### src/rtl/instr_sequencer.sv
// Run/Done instruction initiator: host FIFO feeding the CPU DIN bus.
// Issues one instruction (plus mvi immediate) and retires on Done.
module instr_sequencer #(
    parameter int DATA_W  = 16,
    parameter int ADDR_W  = 4,
    parameter int TIMEOUT = 8
) (
    input  logic              iClk,
    input  logic              iRst,
    input  logic              iEnable,
    input  logic              iWr_en,
    input  logic [DATA_W-1:0] iWr_data,
    output logic              oFull,
    output logic              oEmpty,
    output logic              oOvf,
    input  logic              iDone,
    output logic              oRun,
    output logic [DATA_W-1:0] oDin,
    output logic              oBusy,
    output logic              oErr,
    output logic [7:0]        oRetired
);
    localparam int DEPTH = 1 << ADDR_W;
    localparam int TW    = $clog2(TIMEOUT + 1);
    localparam logic [2:0] OP_MVI = 3'b001;

    typedef enum logic [2:0] {
        S_IDLE,
        S_ISSUE,
        S_IMM,
        S_WAIT,
        S_ERR
    } state_t;

    state_t            state_q, state_d;
    logic [DATA_W-1:0] mem_q [DEPTH];
    logic [ADDR_W-1:0] wptr_q, rptr_q;
    logic [ADDR_W:0]   cnt_q;
    logic [DATA_W-1:0] din_q, din_d;
    logic [7:0]        ret_q, ret_d;
    logic [TW-1:0]     tmr_q, tmr_d;
    logic              ovf_q;
    logic              push, pop;
    logic [DATA_W-1:0] head;
    logic [ADDR_W:0]   need;

    assign oFull  = (cnt_q == (ADDR_W+1)'(DEPTH));
    assign oEmpty = (cnt_q == '0);
    assign push   = iWr_en & ~oFull;
    assign head   = mem_q[rptr_q];
    // An mvi may only start once its immediate is already queued behind it
    assign need   = (head[8:6] == OP_MVI) ? (ADDR_W+1)'(2) : (ADDR_W+1)'(1);

    always_comb begin
        state_d = state_q;
        din_d   = din_q;
        ret_d   = ret_q;
        tmr_d   = tmr_q;
        pop     = 1'b0;
        unique case (state_q)
            S_IDLE: begin
                if (iEnable && cnt_q >= need) begin
                    pop     = 1'b1;
                    din_d   = head;
                    tmr_d   = '0;
                    state_d = S_ISSUE;
                end
            end
            S_ISSUE: begin
                tmr_d = tmr_q + TW'(1);
                if (din_q[8:6] == OP_MVI) begin
                    pop     = 1'b1;
                    din_d   = head;
                    state_d = S_IMM;
                end else begin
                    state_d = S_WAIT;
                end
            end
            S_IMM, S_WAIT: begin
                tmr_d = tmr_q + TW'(1);
                if (iDone) begin
                    ret_d   = ret_q + 8'd1;
                    state_d = S_IDLE;
                end else if (tmr_q == TW'(TIMEOUT - 1)) begin
                    state_d = S_ERR;
                end else begin
                    state_d = S_WAIT;
                end
            end
            S_ERR: begin
                state_d = S_ERR;
            end
            default: begin
                state_d = S_IDLE;
            end
        endcase
    end

    always_ff @(posedge iClk) begin
        if (iRst) begin
            state_q <= S_IDLE;
            wptr_q  <= '0;
            rptr_q  <= '0;
            cnt_q   <= '0;
            din_q   <= '0;
            ret_q   <= '0;
            tmr_q   <= '0;
            ovf_q   <= 1'b0;
        end else begin
            state_q <= state_d;
            din_q   <= din_d;
            ret_q   <= ret_d;
            tmr_q   <= tmr_d;
            if (iWr_en && oFull) ovf_q <= 1'b1;
            if (push) wptr_q <= wptr_q + ADDR_W'(1);
            if (pop)  rptr_q <= rptr_q + ADDR_W'(1);
            unique case ({push, pop})
                2'b10:   cnt_q <= cnt_q + (ADDR_W+1)'(1);
                2'b01:   cnt_q <= cnt_q - (ADDR_W+1)'(1);
                default: cnt_q <= cnt_q;
            endcase
        end
    end

    always_ff @(posedge iClk) begin
        if (push) mem_q[wptr_q] <= iWr_data;
    end

    assign oRun     = (state_q == S_ISSUE) || (state_q == S_IMM) ||
                      (state_q == S_WAIT);
    assign oBusy    = oRun;
    assign oErr     = (state_q == S_ERR);
    assign oDin     = din_q;
    assign oOvf     = ovf_q;
    assign oRetired = ret_q;
endmodule

### config.mk
export PLATFORM = sky130hd
export DESIGN_NAME = instr_sequencer
export DESIGN_NICKNAME = d
export VERILOG_FILES = /design/src/rtl/instr_sequencer.sv
export SDC_FILE = /design/constraint.sdc
export NUM_CORES = 1
export LEC_CHECK = 0
export CORE_MARGIN = 1.5
export CORE_UTILIZATION = 45
export DETAILED_ROUTE_END_ITERATION = 12
export PLACE_DENSITY = 0.71
export SETUP_SLACK_MARGIN = 0.15
export SYNTH_ARGS = -nofsm -noshare
export SYNTH_HDL_FRONTEND = slang
export SYNTH_SLANG_ARGS = --single-unit
export TNS_END_PERCENT = 1
### constraint.sdc
create_clock -name iClk -period 5.14 [get_ports iClk]
set_input_delay 1.028 -clock iClk [delete_from_list [all_inputs] [get_ports iClk]]
set_output_delay 1.028 -clock iClk [all_outputs]
set_load 0.02 [all_outputs]
# Word level (Yosys, flattened, before mapping)
# Memory sizes are Yosys's and may differ from the RTL's. A register that Yosys moved wholly into a read port is not among the register bits.
# Cells that the tools add are included.
# op_classes
bitwise	2
n_reduce_logical	14
addsub	6
mux	19
eq_ne	12
n_lt_le_gt_ge	1
# ops
cell	n
$mux W16	2
$pmux W16 S2	1
$add A4 B1 Y4 const B	3
$mux W4	3
$pmux W3 S4	1
$pmux W5 S2	1
$eq A3 B1 Y1 const B	3
$mux W3	3
$add A8 B1 Y8 const B	1
$pmux W4 S2	1
$eq A3 B2 Y1 const B	2
$reduce_bool A2 Y1	3
$add A5 B1 Y5 const B	1
$eq A5 B5 Y1 const B	1
$ge A5 B2 Y1	1
$logic_not A5 Y1	1
$mux W1	5
$sub A5 B1 Y5 const B	1
$eq A4 B3 Y1 const B	1
$ne A2 B2 Y1 const B	2
$reduce_and A2 Y1	2
$eq A3 B3 Y1 const B	1
$logic_not A3 Y1	1
$reduce_and A3 Y1	1
other kinds (10)	12
# word_totals
input_bits	21
memories	1
register_bits	45
mem_bits_rw	256
elab_cells	63
output_inout_bits	30
# mem_list
name	words	word_bits	rd	rd_ports_with_merged_regs	wr	line_no	text
mem_q	16	16	1	1	1	36	logic [DATA_W-1:0] mem_q [DEPTH];

# Longest topological paths before layout
# Gate-level depths: netlist of run 1.
# logic_depth
ltp_word	8
depth_mapped	20
depth_no_buf	16

# Worst setup path after synthesis of run 1
# No wires, ideal clock.
# synth_path
kind	register to register
from	register (tool-made name)
to	register cnt_q[4]
path_stages_with_launch	21
synth_period_minus_slack_ns	4.395
t_arrival_ns	4.325
slack_ns	0.745
path_buffers	4
setup_ns	0.070
required_ns	5.070
cell_sequence	dfxtp_1 -> buf_2 -> buf_2 -> mux4_2 -> mux4_2 -> nor2_1 -> nand2_1 -> ha_1 -> inv_1 -> o21ai_1 -> a31o_1 -> buf_6 -> buf_2 -> ha_1 -> inv_1 -> or3_1 -> o21ai_0 -> a32oi_2 -> xnor2_1 -> or3_1 -> a21oi_1
# synth_lines
element	line_no	text
end signal: assignment	118	2'b10: cnt_q <= cnt_q + (ADDR_W+1)'(1);
end signal: assignment	119	2'b01: cnt_q <= cnt_q - (ADDR_W+1)'(1);
end signal: assignment	120	default: cnt_q <= cnt_q;
end: declaration	38	logic [ADDR_W:0] cnt_q;

==> results.yml, run 1 <==
run_status:
  status: "finished, final reports clean"
detailed_routing:
  vias: 5967
  wl_microns: 24400
  vias_per_cell: 5.68
  drc: 0
  antenna_left: 0
  wire_per_inst_microns: 23.2
  dr.pass1.iters: 5
  drt_iter0_markers: 588
power_and_ir_drop:
  power.density_nw_per_um2: 484
  p_leak_uw: 0.00440
  vdd_drop_max_mv: 0.374
floorplan:
  die_height_microns: 165
  core-area_sq_um: 26000
  rows: 59
  initial_utilization: 0.457
  dieArea_sq_um: 27400
  die_w_microns: 165
  io-pin-count: 51
global_route:
  overflow: 0
  grt_pass1_wl_microns: 37000
  antenna_found_initial: 0
  first_global_vias: 6260
  grt_usage: 0.186
  grt_start_max_net_pins: 49
sta:
  max_freq_mhz: 230
  finalClockSkew_ns: 0.00858
  finalWorstPathRequiredPeriod_ns: 4.34
  worst_pin_slew_ns: 1.07
  fin_crit_sh: 0.845
  slew_headroom: 0.285
  holdWs_ns: 0.472
  drv_slew: 0
  setup_slack_ns: 0.797
  setup_violations: 0
  rsz0062_at_grt: "false"
  finalHoldViolCount: 0
  fin_tns_setup_ns: 0
clocking:
  path_clk_slew_ns: 0.06
  post_cts_buffers: 0
  cts_tree: "done"
  clockBufferDepth: 3
  cts-resized-gates: 0
  hold_buffers: 0
  cts.sinks: 305
  numCtsBuffers: 29
  htreeDepth: 1
  insertion_delay_ns: 0.55
  cts_root_buffer: "clkbuf_16"
worst_setup_path:
  crit_required_ns: 5.61
  crit_buf_inv: 2
  critical_path_depth: 16
  worstReg2RegEnd: "cnt_q[4]"
  setup.worst_path.end: "cnt_q[4]"
  reg2regPathDepth: 16
  slowest_delay_ns: 0.72
  cp_max_fo: 29
  start_kind: "flip-flop"
  critical_path.slowest_cell: "dfxtp_4"
  setup.worst_path.end_class: "flip-flop"
  worstPathArrival_ns: 4.81
  ff2ff_setup_slack_ns: 0.80
  worstPathCellList: "mux4_2 > mux4_2 > nor2_1 > nand2_1 > ha_1 > inv_1 > o21ai_1 > a31o_1 > ha_1 > inv_1 > or3_1 > o21ai_0 > a32oi_2 > xnor2_1 > or3_1 > a21oi_1"
  critPathTopFamily: "multiplexers"
  crit_type: "flip-flop to flip-flop"
synth:
  synth-seq-area-share: 0.730
  synth_edf_count: 256
  ys_warn_count: 0
  yosys_most_used_dff: "edfxtp_1"
  synth_area_per_cell_sq_um: 19.0
  syn_area_sq_um: 11900
  ys_async_sr_fraction: 0
  yosys.cell_types.count: 43
  yosys-top-cells-count: "edfxtp_1 (256), mux4_2 (80), nor2_1 (63)"
  yosys.area.top_type_share: 0.647
  synth-seq-cells: 305
  synth_area_leaders: "edfxtp_1 (65%), mux4_2 (15%), dfxtp_1 (8.3%), nor2_1 (2.0%), mux2i_1 (1.6%)"
  syn_nets: 656
  syn-instance-count: 624
  yosysMostFrequentCell: "edfxtp_1"
  synth.largest_area_cell: "edfxtp_1"
worst_hold_path:
  min_path_cells: 2
  hp-class: "flip-flop to flip-flop"
  hp-start: "oOvf"
cells_and_area:
  layout-drive-gt1-share: 0.214
  nNetsFinal: 727
  num_antenna_cells: 0
  area_growth_pct: 15.6
  layout.cells.non_filler: 1051
placed_design:
  place_inst: 999
  pre_cts_slack_ns: 0.843
  gp_congestion: 0.765
  io_buffers: 50
  hpwl_microns: 14800
flow_run:
  drv_cap: 0
-- kinds of logic (layout without fill, tap and decap cells) --
group | count (synthesis) | after routing | share of synthesized area
mux | 99 | 99 | 0.168
flops | 305 | 305 | 0.730
simple gates | 119 | 119 | 0.0469
compound gates | 29 | 29 | 0.0148
fa+ha+maj | 11 | 11 | 0.0116
xor+xnor | 18 | 18 | 0.0133
buf+inv | 43 | 135 | 0.0162
-- metal layers --
| layer | GRT usage | wire [microns] | vias to the layer above |
|---|---|---|---|
| met1 | 0.236 | 9720 | 3106 |
| met4 | 0.0499 | 563 | 0 |
| met5 | 0 | 0 | - |
| met3 | 0.0337 | 1510 | 44 |
| li1 | - | - | 2608 |
| met2 | 0.329 | 12600 | 209 |
-- worst min-delay path by stage --
stage	slack [ns]	to
after floorplan	0.46	tmr_q[3]
after global placement	0.45	oOvf
after detailed placement	0.47	oOvf
after CTS	0.49	oOvf
after global routing	0.51	oOvf
final	0.47	oOvf
-- per-stage QoR --
step | power (uW) | utilization | cell area, sq um
2_1_floorplan | 4220 | - | 11900
3_3_place_gp | 4610 | 0.494 | 12800
3_5_place_dp | 4670 | 0.494 | 12800
4_1_cts | 6700 | 0.529 | 13700
5_1_grt | 6930 | 0.529 | 13700
6_report | 6640 | 0.529 | 13700
-- worst min-delay path, cell delays in order (launching register included) --
cell and delay, ns:
dfxtp_1 0.33, a21oi_1 0.04, nor2_1 0.07
-- registers in the layout (all words and copies together), names as in the netlist, named ones only --
signal and count:
mem_q 256, cnt_q 5, rptr_q 4, tmr_q 4, wptr_q 4, state_q 3, oOvf 1, oDin 16
oRetired 8
-- power by group --
part	leakage (uW)	total, uW	internal [uW]	switching [uW]
combinational	0.00124	1580	818	762
sequential	0.00271	3030	2840	191
clock	0.000442	2030	1160	871
total	0.00440	6640	4820	1820
-- placed cells by master (no fill, tap or decap), drive strengths merged, types with 2 or more instances in the layout --
master / n
mux4: 80
dfxtp: 49
xnor2: 6
nand3: 6
a21oi: 11
buf: 23
ha: 11
a31oi: 3
o31ai: 2
nor2: 64
nor3b: 2
inv: 12
nand2: 17
nand4: 4
o21ai: 8
clkbuf: 46
nor3: 6
xor2: 12
nand2b: 4
and2: 3
mux2i: 19
clkinv: 4
clkdlybuf4s50: 49
or3: 5
edfxtp: 256
-- layout make-up --
| cell class | instances | area (sq um) |
|---|---|---|
| Inverter | 11 | 41.3 |
| Multi-Input combinational cell | 276 | 3040 |
| Fill cell | 2034 | 12200 |
| Tap cell | 335 | 419 |
| Clock buffer | 46 | 831 |
| Timing Repair Buffer | 72 | 661 |
| Sequential cell | 305 | 8670 |
| Clock inverter | 6 | 72.6 |
Note: power is estimated with default switching activity, not from simulation.
==> run 2, diff against run 1 <==
Clock period 5.14 ns to 4.3 ns, I/O delays scaled along.
==> results.yml, run 2 (synthesis results as in run 1) <==
detailed_routing:
  drc: 0
  drt_iter0_markers: 561
  wl_microns: 24000
  dr.pass1.iters: 5
  vias: 5910
  antenna_left: 0
  wire_per_inst_microns: 22.6
  vias_per_cell: 5.56
cells_and_area:
  layout_commonest_cell: "edfxtp_1"
  num_antenna_cells: 0
  area_growth_pct: 16.8
  utilization: 0.534
  largest_register: "mem_q"
  nNetsFinal: 737
  layout_common_cells: "edfxtp_1 (256), mux4_2 (80), nor2_1 (63)"
  fillCellCount: 2008
  largest_reg_flops: 256
  layout-drive-gt1-share: 0.230
power_and_ir_drop:
  p_leak_uw: 0.00447
  power.density_nw_per_um2: 587
  vdd_drop_max_mv: 0.406
placed_design:
  gp_congestion: 0.776
  io_buffers: 50
  hpwl_microns: 14700
worst_setup_path:
  worstPathArrival_ns: 4.38
  crit_required_ns: 4.76
  setup.worst_path.end_class: "flip-flop"
  crit_type: "flip-flop to flip-flop"
  cp_max_fo: 6
  start_kind: "flip-flop"
run_status:
  status: "finished, final reports clean"
sta:
  finalHoldViolCount: 0
  drv_slew: 0
  slew_headroom: 0.324
  rsz0062_at_grt: "false"
  finalWorstPathRequiredPeriod_ns: 3.92
  max_freq_mhz: 255
  setup_violations: 0
  fin_tns_setup_ns: 0
  worst_pin_slew_ns: 1.01
  finalClockSkew_ns: 0.0105
  fin_crit_sh: 0.912
global_route:
  antenna_found_initial: 1
  first_global_vias: 6089
  grt_pass1_wl_microns: 36100
  overflow: 0
  grt_usage: 0.180
  grt_start_max_net_pins: 49
floorplan:
  io-pin-count: 51
  core-area_sq_um: 26000
  initial_utilization: 0.457
  die_height_microns: 165
  die_w_microns: 165
  dieArea_sq_um: 27400
  rows: 59
flow_run:
  drv_cap: 0
clocking:
  cts.sinks: 305
  insertion_delay_ns: 0.55
  path_clk_slew_ns: 0.06
  cts_root_buffer: "clkbuf_16"
  htreeDepth: 1
  clockBufferDepth: 3
  cts_tree: "done"
  numCtsBuffers: 29
worst_hold_path:
  hp-class: "flip-flop to flip-flop"
[run 2: changes by cell type in the layout (fill, tap and decap cells not counted), moves of 3 or more]
cell | before | now
buf_4 | 22 | 30
clkbuf_1 | 12 | 8
bufinv_16 | 1 | 4
clkbuf_8 | 4 | 1
clkinv_1 | 1 | 4
clkinv_2 | 2 | 5
[run 2: cell type report]
class,instances,area (sq um),area share
clock buffers,38,769,0.0554
clock inverters,15,174,0.0125
inverters,11,45.0,0.00324
multi-input cells,276,3050,0.220
flip-flops and latches,305,8670,0.625
well taps,335,419,0.0302
repair buffers,82,748,0.0539
[run 2: final timing paths]
path	from	slack [ns]	depth (start not counted)	endpoint
max	flip-flop	0.38	17	cnt_q[4]
min	oOvf	0.48	2	oOvf
min reg2reg	oOvf	0.48	2	oOvf
max reg2reg	flip-flop	0.38	17	cnt_q[4]
[run 2: routing by layer]
metal	global-route usage	vias to the layer above	share of wire
met5	0	-	0.00054
met4	0.0394	2	0.018
met3	0.0337	37	0.062
met2	0.310	178	0.51
met1	0.240	3056	0.41
li1	-	2637	-
[run 2: critical path, stage by stage, from the launching register on]
cell and delay, ns:
dfxtp_4 0.35, clkbuf_4 0.18, mux4_2 0.51, mux4_2 0.49, nor2_1 0.10, nand2_1 0.09, ha_1 0.28, inv_1 0.03
o21ai_1 0.16, a31o_1 0.22, ha_4 0.19, clkinvlp_4 0.11, or3_1 0.33, o21ai_1 0.12, a32oi_2 0.07, xnor2_1 0.16
or3_1 0.30, a21oi_1 0.14
[run 2: per-stage QoR]
stage	setup slack (ns)	cells	hold slack (ns)	power (uW)	instance area, sq um
4_1_cts	0.260	1056	0.494	8140	13800
6_report	0.380	1062	0.483	8150	13900
3_5_place_dp	0.295	1003	0.478	5600	12900
2_1_floorplan	0.165	624	0.459	5060	11900
5_1_grt	0.144	1062	0.533	8490	13900
3_3_place_gp	0.432	1003	0.453	5530	12900
[run 2: where the power goes]
part | switching (uW) | internal [uW]
Combinational | 1010 | 1050
Clock | 1040 | 1490
Sequential | 153 | 3400
Total | 2200 | 5950
[run 2: what timing repair did]
item,in CTS,in global routing
endpoints found under the setup margin,0,2
gates resized for setup,0,3
hold buffers,0,0
setup buffers,0,6
